--- src/rtl/ddr3_dm_delay_line_ctrl.sv ---
// Delay-line sequencer for one DDR3 PHY lane IOD (DM/DQ bit).
// Turns load/inc/dec requests into spaced LOAD/MOVE pulses and tracks the tap.
module ddr3_dm_delay_line_ctrl #(
  parameter int unsigned TAP_W      = 8,
  parameter int unsigned MAX_TAP    = 127,
  parameter int unsigned RESET_TAP  = 1,
  parameter int unsigned STEP_W     = 8,
  parameter int unsigned GAP_CYCLES = 3
) (
  input  logic              FAB_CLK,
  input  logic              ARST_N,
  input  logic              REQ_VALID,
  output logic              REQ_READY,
  input  logic [1:0]        REQ_OP,
  input  logic [STEP_W-1:0] REQ_STEPS,
  output logic              BUSY,
  output logic              DONE,
  output logic              ERR,
  output logic [TAP_W-1:0]  TAP_COUNT,
  output logic              DELAY_LINE_LOAD_0,
  output logic              DELAY_LINE_MOVE_0,
  output logic              DELAY_LINE_DIRECTION_0,
  input  logic              DELAY_LINE_OUT_OF_RANGE_0
);

  localparam int unsigned GW = (GAP_CYCLES > 1) ? $clog2(GAP_CYCLES) : 1;

  typedef enum logic [2:0] {
    S_IDLE, S_LOAD, S_SETUP, S_MOVE, S_GAP, S_FIN
  } state_t;

  state_t            state;
  logic [STEP_W-1:0] remaining;
  logic [GW-1:0]     gap_cnt;
  logic [TAP_W-1:0]  tap;
  logic              dir_q;
  logic              load_q;
  logic              move_q;
  logic              done_q;
  logic              err_q;
  logic              oor_q;
  logic              limit_hit;

  always_comb begin
    limit_hit = dir_q ? (tap == TAP_W'(MAX_TAP)) : (tap == '0);
  end

  always_ff @(posedge FAB_CLK or negedge ARST_N) begin
    if (!ARST_N) begin
      state     <= S_IDLE;
      remaining <= '0;
      gap_cnt   <= '0;
      tap       <= TAP_W'(RESET_TAP);
      dir_q     <= 1'b0;
      load_q    <= 1'b0;
      move_q    <= 1'b0;
      done_q    <= 1'b0;
      err_q     <= 1'b0;
      oor_q     <= 1'b0;
    end else begin
      load_q <= 1'b0;
      move_q <= 1'b0;
      done_q <= 1'b0;
      err_q  <= 1'b0;
      oor_q  <= DELAY_LINE_OUT_OF_RANGE_0;
      case (state)
        S_IDLE: begin
          if (REQ_VALID) begin
            remaining <= '0;
            case (REQ_OP)
              2'b00: begin
                state  <= S_LOAD;
                load_q <= 1'b1;
              end
              2'b01, 2'b10: begin
                remaining <= REQ_STEPS;
                if (REQ_STEPS == '0) begin
                  state  <= S_FIN;
                  done_q <= 1'b1;
                end else begin
                  state <= S_SETUP;
                  dir_q <= (REQ_OP == 2'b01);
                end
              end
              default: begin
                state  <= S_FIN;
                done_q <= 1'b1;
                err_q  <= 1'b1;
              end
            endcase
          end
        end
        S_LOAD: begin
          tap     <= TAP_W'(RESET_TAP);
          state   <= S_GAP;
          gap_cnt <= GW'(GAP_CYCLES - 1);
        end
        S_SETUP: begin
          if (limit_hit) begin
            state  <= S_FIN;
            done_q <= 1'b1;
            err_q  <= 1'b1;
          end else begin
            state  <= S_MOVE;
            move_q <= 1'b1;
          end
        end
        S_MOVE: begin
          tap       <= dir_q ? tap + 1'b1 : tap - 1'b1;
          remaining <= remaining - 1'b1;
          state     <= S_GAP;
          gap_cnt   <= GW'(GAP_CYCLES - 1);
        end
        S_GAP: begin
          // Last gap cycle: out-of-range abort wins over the boundary check.
          if (gap_cnt != '0) begin
            gap_cnt <= gap_cnt - 1'b1;
          end else if (oor_q) begin
            state  <= S_FIN;
            done_q <= 1'b1;
            err_q  <= 1'b1;
          end else if (remaining != '0) begin
            if (limit_hit) begin
              state  <= S_FIN;
              done_q <= 1'b1;
              err_q  <= 1'b1;
            end else begin
              state  <= S_MOVE;
              move_q <= 1'b1;
            end
          end else begin
            state  <= S_FIN;
            done_q <= 1'b1;
          end
        end
        S_FIN: begin
          state <= S_IDLE;
        end
        default: begin
          state <= S_IDLE;
        end
      endcase
    end
  end

  assign REQ_READY              = (state == S_IDLE);
  assign BUSY                   = (state != S_IDLE);
  assign DONE                   = done_q;
  assign ERR                    = err_q;
  assign TAP_COUNT              = tap;
  assign DELAY_LINE_LOAD_0      = load_q;
  assign DELAY_LINE_MOVE_0      = move_q;
  assign DELAY_LINE_DIRECTION_0 = dir_q;

endmodule

--- config.mk ---
export PLATFORM = sky130hd
export DESIGN_NAME = ddr3_dm_delay_line_ctrl
export DESIGN_NICKNAME = d
export VERILOG_FILES = /design/src/rtl/ddr3_dm_delay_line_ctrl.sv
export SDC_FILE = /design/constraint.sdc
export NUM_CORES = 1
export LEC_CHECK = 0
export ABC_AREA = 1
export BUFFER_PORTS_ARGS = -buffer_cell sky130_fd_sc_hd__buf_2
export CORE_MARGIN = 8
export CORE_UTILIZATION = 45
export DETAILED_ROUTE_END_ITERATION = 10
export HOLD_SLACK_MARGIN = 0.06
export MAX_ROUTING_LAYER = met4
export PLACE_DENSITY = 0.68
export SLEW_MARGIN = 20
export SYNTH_ARGS = -nofsm -noshare
export SYNTH_HDL_FRONTEND = slang
export SYNTH_SLANG_ARGS = --single-unit
--- constraint.sdc ---
create_clock -name FAB_CLK -period 1.9 [get_ports FAB_CLK]
set_clock_uncertainty 0.2 [all_clocks]
set_input_delay 0.285 -clock FAB_CLK [delete_from_list [all_inputs] [get_ports FAB_CLK]]
set_output_delay 0.285 -clock FAB_CLK [all_outputs]
set_load 0.1 [all_outputs]
==> impl_metrics.csv, run 1 <==
group,metric,value,unit
global_routing,antenna_found_initial,0,
drt,drc,0,
clocking,clkSlewWorstSetupHoldPaths,0.10,ns
global_routing,largest_net_degree_at_the_start_of_global_routing,28,
layout,area_delta_synth_final,23.4,%
worst_hold_path,holdPathEnd,"remaining[6]",
global_routing,grt_pass1_vias,1657,
clocking,root_buffer,"sky130_fd_sc_hd__clkbuf_8",
worst_setup_path,required,1.86,ns
global_routing,met2_usage,24.1,%
timing,report.final.slew_viol_count,0,
global_routing,grt.overflow.total,0,
worst_setup_path,crit_start,"DELAY_LINE_DIRECTION_0",
layout,postLayoutCoreUtil,56.8,%
layout,area.sequential,694,um^2
timing,hold_violations,0,
timing,worst_slew_pin_slew,0.625,ns
timing,grt_setup_unrepaired,"true",
placed_design,detailedPlacementHpwl,3330,um
worst_setup_path,crit_path_start_kind,"register",
synth,synth_area_leader_cell,"sky130_fd_sc_hd__dfrtp_1",
drt,detail_route.wirelength,4240,um
timing,timing.final.ws_setup,0.0501,ns
worst_setup_path,crit_chain,"inv_6, ha_1, nand2_1, nand2_1, a31oi_1, xor2_1, o21ai_1",
die,chipWidth,79.5,um
layout,nNetsFinal,306,
synth,ys_ff_latch,27,
synth,synth_cells,237,
timing,timing.fmax,541,MHz
die,floorplan.die_area,6320,um^2
synth,yosysSeqAreaShare,37.3,%
clocking,clock_latency,0.27,ns
worst_setup_path,largest_fanout_of_any_net_on_the_critical_path,7,
worst_hold_path,hold_path_class,"input pin to register",
worst_setup_path,critical-path-slowest-cell,"sky130_fd_sc_hd__dfrtp_4",
timing,tns,0,ns
clocking,tritoncts_num_sinks,27,
layout,multi_input_comb_area,996,um^2
layout,final.fill_count,366,
drt,routed-via-count,1652,
timing,layout_worst_path_cycle_share,97.4,%
timing,finalCriticalPeriod,1.85,ns
worst_setup_path,path_common_cell,"sky130_fd_sc_hd__nand2_1",
worst_setup_path,reg2reg_depth,7,
worst_setup_path,worst_ep_arrival_time,1.81,ns
drt,initialDrtViolationCount,89,
worst_setup_path,start_of_the_worst_register_to_register_path,"DELAY_LINE_DIRECTION_0",
layout,antenna_diode_count,0,
die,die_height,79.5,um
drt,vias_per_cell,5.02,
placed_design,dp_slack,0.0434,ns
global_routing,top_usage_layer,"met2",
timing,normalized_max_slew_margin,58.3,%
worst_setup_path,regToRegEndpoint,"TAP_COUNT[4]",
worst_setup_path,worst_path_largest_cell_delay,0.52,ns
worst_setup_path,setup.worst_path.class,"register to register",
timing,setup_viol,0,
synth,synth-warning-count,0,
synth,synthesis.area_per_instance,7.66,um^2
synth,synth_area_leaders,"sky130_fd_sc_hd__dfrtp_1 36%, sky130_fd_sc_hd__nand2_1 11%, sky130_fd_sc_hd__ha_1 7.6%",
global_routing,first_pass_grt_wire_length,7380,um
die,boundaryPins,29,
placed_design,portBuffers,28,
die,starting_utilization_of_the_core_area,46.0,%
synth,synth_fp_nets,263,
clocking,cts-htree-levels,1,
global_routing,track_usage,14.7,%
die,core_region_area,3940,um^2
layout,drive_above_1_share,27.6,%
drt,antenna_violating_nets_post_route,0,
drt,detail_route.wl_per_cell,12.9,um
clocking,cts_tree,"built",
worst_setup_path,worstSetupEndpointType,"register",
clocking,cts_inserted_buffers,3,
worst_setup_path,regToRegSetupSlack,0.05,ns
outcome,outcome,"completed",
synth,area_of_the_mapped_netlist,1810,um^2
worst_hold_path,timing.hold.worst_path_depth,3,
die,fp-row-count,23,
synth,synthDistinctLibCells,36,
drt,drt_pass1_iterations,4,
global_routing,groute.layer.met1.usage,17.7,%
worst_hold_path,holdCritStartpoint,"REQ_STEPS[6]",
run,drv.max_cap_violation_count,0,
placed_design,final_wtd_congestion,0.901,
global_routing,global_route_met3_utilization,3.49,%
clocking,max-clock-path-buffers,2,
synth,synth.top_cell.area_share,35.9,%
## cell families (layout without fill, tap and decap cells)
family / after synthesis / in the layout / synth area share (%)
xor+xnor: 4 / 4 / 1.93
flops: 27 / 27 / 37.3
simple gates: 108 / 108 / 27.5
compound gates: 42 / 42 / 14.6
buf+inv: 44 / 86 / 9.93
fa+ha+maj: 12 / 12 / 8.69
## sequential cells by signal, indices dropped and copies added, names as in the netlist
signal and cells:
DELAY_LINE_DIRECTION_0 1, DELAY_LINE_LOAD_0 1, DELAY_LINE_MOVE_0 1, DONE 1, ERR 1, TAP_COUNT 8
gap_cnt 2, oor_q 1, remaining 8, state 3
## worst max-delay path by stage
stage | endpoint | slack [ns] | depth (start not counted)
after floorplan | TAP_COUNT[7] | -0.06 | 11
after global placement | TAP_COUNT[4] | 0.04 | 7
after detailed placement | TAP_COUNT[4] | 0.04 | 7
after CTS | TAP_COUNT[4] | 0.03 | 7
after global routing | TAP_COUNT[4] | -0.005 | 7
final | TAP_COUNT[4] | 0.05 | 7
## synth_stat cells, drive strengths merged
cell and instances:
nand2 60, inv 42, dfrtp 26, nor2 26
nand3 16, o21ai 15, ha 11, a21oi 10
a22oi 5, a31oi 3, nor3 3, o211ai 3
xor2 3, buf 2, nand4 2, a211oi 1
a21o 1, a32o 1, dfstp 1, fa 1
o21bai 1, o221ai 1, o22ai 1, or2 1
xnor2 1
## per-layer routing
layer / wire length (um) / vias up / share of wire (%)
met5: 0 / - / 0
met4: 51 / 0 / 1.2
met3: 199 / 5 / 4.7
met2: 1980 / 38 / 47
met1: 2010 / 761 / 47
li1: - / 848 / -
## placed cells by master (no fill, tap or decap), types with 4 or more instances in the layout
cell | netlist | routed
sky130_fd_sc_hd__dfrtp_1 | 26 | 19
sky130_fd_sc_hd__inv_2 | 3 | 5
sky130_fd_sc_hd__inv_1 | 35 | 31
sky130_fd_sc_hd__o21ai_0 | 11 | 7
sky130_fd_sc_hd__ha_1 | 11 | 8
sky130_fd_sc_hd__nand2_2 | 4 | 4
sky130_fd_sc_hd__buf_2 | 1 | 27
sky130_fd_sc_hd__nand2_1 | 53 | 53
sky130_fd_sc_hd__inv_4 | 4 | 5
sky130_fd_sc_hd__nand3_1 | 15 | 14
sky130_fd_sc_hd__buf_4 | 1 | 4
sky130_fd_sc_hd__a21oi_1 | 10 | 9
sky130_fd_sc_hd__dfrtp_2 | 0 | 5
sky130_fd_sc_hd__dlygate4sd3_1 | 0 | 7
sky130_fd_sc_hd__nor2_1 | 22 | 22
sky130_fd_sc_hd__o21ai_1 | 3 | 7
## cell type report
class / count / area share [%]
Inverter: 42 / 7.82
Multi-Input combinational cell: 166 / 44.5
Sequential cell: 27 / 31.0
Clock buffer: 4 / 2.01
Tap cell: 50 / 2.79
Timing Repair Buffer: 40 / 11.9
## critical path, delay by kind of cell, from the launching register on
| kind | cells | cell delay (ns) |
|---|---|---|
| buffers and inverters | 1 | 0.10 |
| and+or+nand+nor | 2 | 0.17 |
| xor gates and xnor gates | 1 | 0.19 |
| adders and majority gates | 1 | 0.29 |
| AOI/OAI and AO/OA | 2 | 0.26 |
| DFF | 1 | 0.52 |
## what timing repair did
action                                  in CTS  in global routing
gates resized for setup                      0                  6
setup buffers                                0                  1
endpoints found under the setup margin       0                  6
endpoints found under the hold margin       32                  0
hold buffers                                 7                  0
## per-stage QoR
stage | std cells | instance area [um^2] | hold slack (ns)
after floorplan | 237 | 1870 | -0.211
after global placement | 317 | 2100 | 0.137
after detailed placement | 317 | 2100 | 0.143
after CTS | 328 | 2220 | 0.0740
after global routing | 329 | 2240 | 0.0785
final | 329 | 2240 | 0.0843
Power of run 1 is left out: the tool's default activity adds up to more than one toggle a clock period on the data nets, which glitch-free logic cannot reach.
==> inputs of run 2 (changes only) <==
--- a/config.mk
+++ b/config.mk
@@ -13,6 +13,7 @@
 export HOLD_SLACK_MARGIN = 0.06
 export MAX_ROUTING_LAYER = met4
 export PLACE_DENSITY = 0.68
+export RECOVER_POWER = 50
 export SLEW_MARGIN = 20
 export SYNTH_ARGS = -nofsm -noshare
 export SYNTH_HDL_FRONTEND = slang
==> run 2 against run 1 <==
Net effect: register-to-register slack about the same; utilization down 0.13 points; maximum frequency about the same; critical path depth unchanged; cell count unchanged; global-route usage unchanged.
==> impl_metrics.csv, run 2 (synthesis results as in run 1) <==
group,metric,value,unit
timing,timing.fmax,541,MHz
placed_design,dpl.cell_count,317,
drt,antenna_violating_nets_post_route,0,
worst_setup_path,setup.worst_path.class,"register to register",
clocking,clock_latency,0.27,ns
die,fp-row-count,23,
timing,worst_slew_pin_slew,0.695,ns
placed_design,portBuffers,28,
worst_hold_path,hold_path_class,"input pin to register",
drt,detail_route.wirelength,4240,um
die,chipWidth,79.5,um
worst_setup_path,regToRegEndpoint,"TAP_COUNT[4]",
placed_design,final_wtd_congestion,0.901,
timing,hold_violations,0,
worst_setup_path,crit_path_start_kind,"register",
drt,vias_per_cell,5.04,
layout,postLayoutCoreUtil,56.7,%
die,boundaryPins,29,
timing,finalCriticalPeriod,1.85,ns
worst_setup_path,required,1.87,ns
worst_setup_path,worstSetupEndpointType,"register",
timing,setup_viol,0,
timing,normalized_max_slew_margin,53.7,%
placed_design,dpl_cell_area,2100,um^2
layout,layout.cells.non_filler,329,
drt,detail_route.wl_per_cell,12.9,um
clocking,root_buffer,"sky130_fd_sc_hd__clkbuf_8",
die,core_region_area,3940,um^2
global_routing,track_usage,14.7,%
layout,area_delta_synth_final,23.2,%
timing,report.final.slew_viol_count,0,
worst_hold_path,holdCritStartpoint,"REQ_STEPS[6]",
worst_setup_path,start_of_the_worst_register_to_register_path,"DELAY_LINE_DIRECTION_0",
worst_setup_path,worst_ep_arrival_time,1.82,ns
drt,drc,0,
clocking,clkSlewWorstSetupHoldPaths,0.10,ns
drt,drt_pass1_iterations,4,
clocking,cts_inserted_buffers,3,
layout,commonest_non_fill_non_tap_cell_in_the_layout,"sky130_fd_sc_hd__nand2_1",
placed_design,detailedPlacementHpwl,3330,um
layout,nNetsFinal,306,
worst_hold_path,holdPathEnd,"remaining[6]",
global_routing,grt.overflow.total,0,
timing,grt_setup_unrepaired,"true",
run,drv.max_cap_violation_count,0,
clocking,tritoncts_num_sinks,27,
die,starting_utilization_of_the_core_area,46.0,%
worst_hold_path,timing.hold.worst_path_depth,3,
die,die_height,79.5,um
global_routing,largest_net_degree_at_the_start_of_global_routing,28,
global_routing,antenna_found_initial,0,
worst_setup_path,reg2reg_depth,7,
worst_setup_path,largest_fanout_of_any_net_on_the_critical_path,7,
die,floorplan.die_area,6320,um^2
layout,drive_above_1_share,26.5,%
clocking,cts-htree-levels,1,
drt,routed-via-count,1657,
layout,finalInstanceArea,2230,um^2
layout,layout_common_cells,"53 x sky130_fd_sc_hd__nand2_1, 32 x sky130_fd_sc_hd__inv_1, 24 x sky130_fd_sc_hd__buf_2, 22 x sky130_fd_sc_hd__nor2_1, 19 x sky130_fd_sc_hd__dfrtp_1",
global_routing,first_pass_grt_wire_length,7380,um
clocking,cts_tree,"built",
clocking,max-clock-path-buffers,2,
layout,antenna_diode_count,0,
outcome,outcome,"completed",
drt,initialDrtViolationCount,84,
global_routing,grt_pass1_vias,1657,
worst_setup_path,regToRegSetupSlack,0.05,ns
timing,layout_worst_path_cycle_share,97.4,%
## run 2: repair_timing
item | 4_1_cts | 5_1_grt
endpoints found under the hold margin | 32 | 0
endpoints found under the setup margin | 0 | 6
buffers inserted | 0 | 1
gates resized for setup | 0 | 6
hold buffers | 7 | 0
## run 2: how the worst max path moves through the flow
stage | startpoint | end | depth (start not counted)
final | DELAY_LINE_DIRECTION_0 | TAP_COUNT[4] | 7
after global routing | DELAY_LINE_DIRECTION_0 | TAP_COUNT[4] | 7
after CTS | DELAY_LINE_DIRECTION_0 | TAP_COUNT[4] | 7
after detailed placement | DELAY_LINE_DIRECTION_0 | TAP_COUNT[4] | 7
after global placement | DELAY_LINE_DIRECTION_0 | TAP_COUNT[4] | 7
after floorplan | DELAY_LINE_DIRECTION_0 | TAP_COUNT[7] | 11
## run 2: worst max-delay path, stage by stage (launching register included)
cell and delay [ns]:
sky130_fd_sc_hd__dfrtp_4 0.52, sky130_fd_sc_hd__inv_6 0.10, sky130_fd_sc_hd__ha_1 0.29, sky130_fd_sc_hd__nand2_1 0.10, sky130_fd_sc_hd__nand2_1 0.07, sky130_fd_sc_hd__a31oi_1 0.19, sky130_fd_sc_hd__xor2_1 0.19, sky130_fd_sc_hd__o21ai_1 0.07
## run 2: metal layers
layer	global-route usage, %	vias up	wire length [um]	part of all wire (%)
met5	-	-	0	0
met4	3.70	0	29	0.68
met3	3.49	4	213	5.0
met2	24.1	46	2010	47
met1	17.7	758	1990	47
li1	-	849	-	-
## run 2: through the flow
stage,setup TNS [ns],hold slack [ns],setup slack (ns)
5_1_grt,-0.00511,0.0785,-0.00511
3_5_place_dp,0,0.143,0.0434
2_1_floorplan,-0.0907,-0.211,-0.0554
3_3_place_gp,0,0.137,0.0430
6_report,0,0.0844,0.0499
4_1_cts,0,0.0740,0.0270
## run 2: final cells by class
| class | count | area [um^2] |
|---|---|---|
| fill | 369 | 1710 |
| multi-input combinational | 166 | 996 |
| sequential | 27 | 694 |
| timing repair buffer | 40 | 262 |
| inverter | 42 | 175 |
| tap | 50 | 62.6 |
| clock buffer | 4 | 45.0 |
Power of run 2 is left out for the same reason.
